===== src/rtl/seq_detect_pkg.sv =====
// seq_detect_pkg: shared types and reset helpers for the serial pattern detector.
package seq_detect_pkg;

   typedef enum logic [0:0] {IDLE, RUN} state_t;

   // Overlapping matches are allowed out of reset.
   localparam logic OVERLAP_RST = 1'b1;

   // Out of reset the detector matches on the full pattern width.
   function automatic int len_rst_val(input int pat_w);
      return pat_w;
   endfunction

endpackage


===== src/rtl/sat_counter.sv =====
// sat_counter: up-counter that sticks at its all-ones value.
module sat_counter #(
   parameter int W = 8
) (
   input  logic         clk,
   input  logic         rst,
   input  logic         inc,
   output logic [W-1:0] cnt
);

   // Count increments, holding at the maximum instead of wrapping.
   always_ff @(posedge clk) begin
      if (rst)
         cnt <= '0;
      else if (inc && (cnt != {W{1'b1}}))
         cnt <= cnt + W'(1);
   end

endmodule


===== src/rtl/seq_detect_fsm.sv =====
// seq_detect_fsm: runtime-programmable serial pattern detector.
// Optional build macro SEQ_DET_MEALY_EN: when defined, y is a combinational
// Mealy output in the same cycle as the completing bit; otherwise y is a
// registered pulse one cycle after it. match_cnt timing is the same either way.
module seq_detect_fsm
   import seq_detect_pkg::*;
#(
   parameter int PAT_W = 8,
   parameter int CNT_W = 8,
   parameter int LEN_W = $clog2(PAT_W) + 1
) (
   input  logic             clk,
   input  logic             rst,
   input  logic             en,
   input  logic             cfg_we,
   input  logic [PAT_W-1:0] cfg_pattern,
   input  logic [LEN_W-1:0] cfg_len,
   input  logic             cfg_overlap,
   input  logic             x_valid,
   input  logic             x,
   output logic             y,
   output logic [CNT_W-1:0] match_cnt,
   output logic             armed,
   output logic [LEN_W-1:0] fill
);

   localparam logic [LEN_W-1:0] LEN_MAX = LEN_W'(PAT_W);
   localparam logic [LEN_W-1:0] LEN_RST = LEN_W'(len_rst_val(PAT_W));

   state_t           state;
   logic [PAT_W-1:0] hist;
   logic [PAT_W-1:0] pat_q;
   logic [LEN_W-1:0] len_q;
   logic             ovl_q;
   logic [LEN_W-1:0] fill_q;

   logic             cfg_ok;
   logic             consume;
   logic             match;
   logic [PAT_W-1:0] hist_nxt;
   logic [PAT_W-1:0] mask;
   logic [LEN_W-1:0] fill_nxt;

   // An out-of-range length makes the whole write a no-op.
   assign cfg_ok   = (cfg_len != '0) && (cfg_len <= LEN_MAX);
   // A config strobe (legal or not) always steals the bit in that cycle.
   assign consume  = (state == RUN) && en && x_valid && !cfg_we;
   assign hist_nxt = {hist[PAT_W-2:0], x};
   assign fill_nxt = (fill_q == LEN_MAX) ? fill_q : fill_q + LEN_W'(1);

   // Select the low len bits of the history for comparison.
   always_comb begin
      mask = '0;
      for (int i = 0; i < PAT_W; i++)
         mask[i] = (LEN_W'(i) < len_q);
   end

   assign match = consume && (fill_nxt >= len_q) &&
                  (((hist_nxt ^ pat_q) & mask) == '0);

   // Control FSM plus config, history and fill registers.
   always_ff @(posedge clk) begin
      if (rst) begin
         state  <= IDLE;
         hist   <= '0;
         fill_q <= '0;
         pat_q  <= '0;
         len_q  <= LEN_RST;
         ovl_q  <= OVERLAP_RST;
      end else if (cfg_we) begin
         // Illegal writes freeze everything for the cycle.
         if (cfg_ok) begin
            pat_q  <= cfg_pattern;
            len_q  <= cfg_len;
            ovl_q  <= cfg_overlap;
            hist   <= '0;
            fill_q <= '0;
            if (state == RUN && !en)
               state <= IDLE;
         end
      end else begin
         case (state)
            IDLE: if (en) state <= RUN;
            RUN: begin
               if (!en) begin
                  // History is kept; clearing fill is enough to forget it.
                  state  <= IDLE;
                  fill_q <= '0;
               end else if (x_valid) begin
                  hist   <= hist_nxt;
                  fill_q <= (match && !ovl_q) ? '0 : fill_nxt;
               end
            end
            default: state <= IDLE;
         endcase
      end
   end

`ifdef SEQ_DET_MEALY_EN
   assign y = match;
`else
   logic y_q;

   // Registered match pulse, one cycle after the completing bit.
   always_ff @(posedge clk) begin
      if (rst)
         y_q <= 1'b0;
      else
         y_q <= match;
   end

   assign y = y_q;
`endif

   sat_counter #(.W(CNT_W)) u_cnt (
      .clk (clk),
      .rst (rst),
      .inc (match),
      .cnt (match_cnt)
   );

   assign armed = (state == RUN);
   assign fill  = fill_q;

endmodule


===== config.mk =====
export PLATFORM = sky130hd
export DESIGN_NAME = seq_detect_fsm
export DESIGN_NICKNAME = d
export VERILOG_FILES = /design/src/rtl/seq_detect_pkg.sv /design/src/rtl/sat_counter.sv /design/src/rtl/seq_detect_fsm.sv
export SDC_FILE = /design/constraint.sdc
export NUM_CORES = 1
export LEC_CHECK = 0
export ABC_AREA = 1
export CAP_MARGIN = 25
export CORE_MARGIN = 10
export CORE_UTILIZATION = 52
export DETAILED_ROUTE_END_ITERATION = 10
export MAX_ROUTING_LAYER = met4
export PLACE_DENSITY = 0.88
export REMOVE_ABC_BUFFERS = 1
export SLEW_MARGIN = 20
export SYNTH_ARGS = -nofsm -noshare
export SYNTH_HDL_FRONTEND = slang
export SYNTH_HIERARCHICAL = 1
export SYNTH_SLANG_ARGS = --single-unit
export TNS_END_PERCENT = 10

===== constraint.sdc =====
create_clock -name clk -period 3.1 [get_ports clk]
set_input_delay 0.465 -clock clk [delete_from_list [all_inputs] [get_ports clk]]
set_output_delay 0.465 -clock clk [all_outputs]
set_load 0.05 [all_outputs]

Word level (Yosys, flattened, before mapping)
Index checks and enable logic that the tools add are counted.
Storage, ports and cells
  register bits after elaboration: 34
  bits of input ports: 19
  output and inout port bits: 14
  logic and storage cells: 64
Cells by class
  add/sub/neg operators: 2
  order comparisons: 10
  eq/ne operators: 5
  mux-type cells: 16
  bitwise gates (word level): 2
  reduce and logical (&&, ||, !) cells: 21
Operator list (count)
  two-way mux 7 bit: 5
  two-way mux 4 bit: 7
  < comparator 3 x 4 -> 1 bit (first input constant): 4
  logical AND 1 bit: 9
  adder 8 x 1 -> 8 bit (second input constant): 1
  AND 8 bit: 1
  zero test 8 bit: 1
  < comparator 1 x 4 -> 1 bit (first input constant): 2
  < comparator 2 x 4 -> 1 bit (first input constant): 2
  inequality test 8 bit (second input constant): 1
  XOR 8 bit: 1
  nonzero test 2 bit: 3
  adder 4 x 1 -> 4 bit (second input constant): 1
  == test 4 bit (second input constant): 1
  greater-or-equal comparator 4 bit: 1
  less-or-equal comparator 4 bit (second input constant): 1
  two-way mux 1 bit: 4
  inequality test 2 x 1 -> 1 bit (second input constant): 2
  AND reduction 2 bit: 2
  AND reduction 4 bit: 1
  nonzero test 4 bit: 1
  zero test 1 bit: 3
  inequality test 3 x 1 -> 1 bit (second input constant): 1
  AND reduction 3 bit: 1

Longest topological paths before layout
Gate-level depths: netlist of run 1.
  depth in word-level cells: 11
  gate-level depth with buffers: 20

Cells and area by module
Netlist of run 1, hierarchy kept.
Modules (own cells, without submodules)
  seq_detect_fsm: instances 1, cells an instance 211, area an instance 1418.9 µm², sequential area each 520.5 µm²
  sat_counter: instances 1, cells an instance 77, area an instance 484.2 µm², sequential area each 160.2 µm²

Worst setup path before layout of run 1
OpenSTA, ideal clock, no wires.
  path type: reg-to-reg
  start: register fill_q[0] (netlist: fill[0])
  end: register u_cnt.cnt[3]
  setup time: 117 ps
  data arrival time: 2603 ps
  setup slack: 379 ps
  cell stages (with the launch flop): 21
  path buffers: 1
  path through: dfxtp_1 inv_1 ha_1 nand2_1 nor2_1 xor2_1 ha_1 inv_1 nand2_1 nand2_1 nand2_1 nand2_1 a21oi_1 nand3_1 inv_1 buf_4 inv_2 nor2_1 nand3_1 nand2_1 nor2_1
On the way
  cells in the longest elaborated chain, start to end: 6
  elaborated cells between the ends (all ways): 7
  classes of those cells: 1 x add/sub; 1 x order compare; 1 x eq/ne; 1 x mux; 3 x reduce/logical
RTL lines
  start, declared: RTL line seq_detect_fsm.sv:35  | logic [LEN_W-1:0] fill_q;
  start signal, assigned: RTL line seq_detect_fsm.sv:91  | fill_q <= (match && !ovl_q) ? '0 : fill_nxt;
  adder 4 x 1 -> 4 bit / == test 4 bit (equally long branches): RTL line seq_detect_fsm.sv:49  | assign fill_nxt = (fill_q == LEN_MAX) ? fill_q : fill_q + LEN_W'(1);
  two-way mux 4 bit *: RTL line seq_detect_fsm.sv:49
  greater-or-equal comparator 4 bit *: RTL line seq_detect_fsm.sv:58  | assign match = consume && (fill_nxt >= len_q) &&
  logical AND 1 bit * (2 in a row): RTL line seq_detect_fsm.sv:58
  named net match: RTL line seq_detect_fsm.sv:39  | logic match;
  logical AND 1 bit *: RTL line sat_counter.sv:15  | else if (inc && (cnt != {W{1'b1}}))
  end signal, assigned: RTL line sat_counter.sv:16  | cnt <= cnt + W'(1);
  end, declared: RTL line sat_counter.sv:8  | output logic [W-1:0] cnt
Mark *: on every way through the listed nets, which the timed path passes. The rest lies on a longest branch.
A chain may end at the register's enable or synchronous reset.

Final worst setup path of run 1
  start: register fill_q[0] (netlist: fill[0])
  end: register u_cnt.cnt[4]
Same word-level chain as after synthesis.

==> results of run 1 <==
==> worst max-delay path, cell delays in order (launching register included) <==
cell and delay, ns:
dfxtp_1 0.44, inv_1 0.08, ha_1 0.20, nand2_1 0.08, nor2_1 0.06, xor2_1 0.17
ha_1 0.29, inv_1 0.03, nand2_1 0.04, nand2_1 0.04, nand2_1 0.05, nand2_1 0.04
a21oi_1 0.15, nand3_1 0.11, inv_1 0.32, nand2_1 0.09, nor2_1 0.14, nand3_1 0.09
nand2_1 0.07, nor2_1 0.04
==> final timing paths <==
path | end | slack [ns] | depth (start not counted)
max | u_cnt/cnt[4] | 0.45 | 19
max reg2reg | u_cnt/cnt[4] | 0.45 | 19
min reg2reg | pat_q[1] | 0.47 | 2
min | pat_q[1] | 0.47 | 2
==> registers in the layout, indices dropped and copies added (netlist names) <==
signal / cells
armed: 1
fill: 4
hist: 7
len_q: 4
ovl_q: 1
pat_q: 8
u_cnt/cnt: 8
y: 1
==> metrics by stage <==
step,utilization [%],cells,worst slack [ns],hold slack [ns],power (W)
final,67.9,368,0.451,0.471,0.000945
after global routing,67.9,368,0.127,0.496,0.000985
after CTS,67.9,368,0.480,0.471,0.000949
after detailed placement,65.2,360,0.492,0.460,0.000616
after global placement,65.2,360,0.644,0.456,0.000612
after floorplan,-,280,0.311,0.444,0.000560
==> metal layers <==
metal	vias to the layer above	share of wire [%]	global-route usage, %
met4	0	3.1	8.10
met1	827	43	16.5
met3	16	4.3	3.79
li1	975	-	-
met5	-	0	-
met2	47	49	25.6
==> area by class of cell <==
class / instances / area [um^2] / share of cell area [%]
Timing Repair Buffer: 34 / 335 / 14.4
Multi-Input combinational cell: 200 / 998 / 42.7
Sequential cell: 34 / 681 / 29.1
Clock buffer: 7 / 86.3 / 3.70
Tap cell: 46 / 57.6 / 2.46
Inverter: 46 / 173 / 7.39
Clock inverter: 1 / 5.00 / 0.214
==> logic make-up after synthesis <==
| family | after synthesis |
|---|---|
| compound gates | 50 |
| xor+xnor | 3 |
| fa+ha+maj | 7 |
| buf+inv | 54 |
| flops | 34 |
| simple gates | 140 |
==> cells in the mapped netlist <==
cell type and number:
a211oi_1 1, a21oi_1 30, buf_4 1, buf_6 2, o21ai_1 9, buf_2 2
xor2_1 2, nand2_2 2, nand3_1 16, inv_1 38, inv_2 8, xnor2_1 1
nand2_1 83, a211oi_2 5, o21ai_0 2, buf_1 1, nand4_1 1, nor2_1 31
nand3b_2 1, o211ai_1 3, dfxtp_1 34, nor2_2 3, ha_1 7, nand3_2 3
clkbuf_1 2
==> where the power goes <==
group | switching, W | leakage [nW] | internal (W)
sequential | 0.0000151 | 0.278 | 0.000456
combinational | 0.0000791 | 0.677 | 0.0000578
clock | 0.000158 | 0.0482 | 0.000179
==> flow_summary.ini, run 1 <==
[clock_network]
cts_made_buffers = 5
cts_hold_buf = 0
worstSkewPairLatency_ns = 0.29
cts_tree = yes
post-cts-setup-buffers = 0
path_clk_slew_ns = 0.07
cts_root_buf = clkbuf_8
cts_resized = 0
htree_levels = 2
clkSinkCount = 34
clock_path_buffers = 2

[sta]
timing.final.crit_period_ns = 2.65
fmax_ghz = 0.378
slew_violations = 0
clock_skew_ns = 0.00751
worst_pin_slew_ns = 0.505
setup_violations = 0
rsz0062_at_grt = false
slew_headroom_pct = 66.2
fin_crit_sh_pct = 85.4
hold_viol = 0
fin_setup_tns_ns = 0

[critical_path]
crit_type = reg -> reg
endpoint_kind = flip-flop
cp.arrival_ns = 2.84
startpoint = fill[0]
critPathMaxFanout = 12
crit_required_ns = 3.29
r2r-start = fill[0]
startpoint_type = flip-flop

[floorplanning]
io_pins = 33
die_h_um = 80.5
initial_core_util_pct = 55.3
die_w_um = 80.5
rows = 21
fp.dieArea_um2 = 6480
core_um2 = 3440

[synth]
muxShareOfSynthArea_pct = 0
synthSimpleGateAreaFrac_pct = 30.8
synth_top_area_cell = dfxtp_1
synth_xor_area_share_pct = 1.38
synth_area_um2 = 1900
synth_seq_cells = 34
synth_cell_type_count = 25
synth_area_per_cell_um2 = 6.61
yosysTopAreaCellShare_pct = 35.8
yosysWarningCount = 6
synthAdderAreaFrac_pct = 4.60
synthTopCellsByArea = dfxtp_1, nand2_1, a21oi_1
ys_seq_area_share_pct = 35.8
synth_top_family_by_area = simple AND/OR/NAND/NOR gates
syn_inst = 288
synth_compound_area_share_pct = 15.6

[min_path]
hold_class = reg -> reg
min_from = pat_q[1]

[cells_and_area]
num_antenna_cells = 0
final_area_um2 = 2340
num-nets-final = 347
area_growth_syn_to_layout_pct = 22.7
fillCellCount = 302
layout_common_cells = nand2_1, inv_1, dfxtp_1, clkdlybuf4s50_1, nor2_1
final_common_cell = nand2_1
drive_above_1_share_pct = 9.63

[route]
ant_nets = 0
vias = 1865
drc = 0
wl_per_cell_um = 12.5
drtPass1Iterations = 4
drt_wl_total_um = 4620
vias_per_cell = 5.07
drtIter0Drc = 133

[global_route]
grt_pass1_vias = 1807
gr-total-overflow = 0
grt_pass1_wl_um = 7760
grt_max_degree = 14
antenna_found_initial = 0
grt_usage_pct = 15.4

[placed_design]
io_buffer_count = 32
hpwlAfterDp_um = 3440
place_area_um2 = 2240
place_congestion = 0.879

[pwr]
vdd_drop_max_mv = 0.298
powerDensity_nw_per_um2 = 405
leakage_nw = 1.00

[job]
cap_violations = 0

[run_status]
status = completed
Note: power is estimated with default switching activity, not from simulation.
==> inputs of run 2 (changes only) <==
==> constraint.sdc (replaced) <==
create_clock -name clk -period 3.1 [get_ports clk]
set_input_delay 0.465 -clock clk [delete_from_list [all_inputs] [get_ports clk]]
set_output_delay 0.465 -clock clk [all_outputs]
set_load 0.02 [all_outputs]
==> results of run 2 <==
The final DEF is identical to that of run 1. Status: completed.
Among the figures that moved: total power 0.000945 W -> 0.000943 W
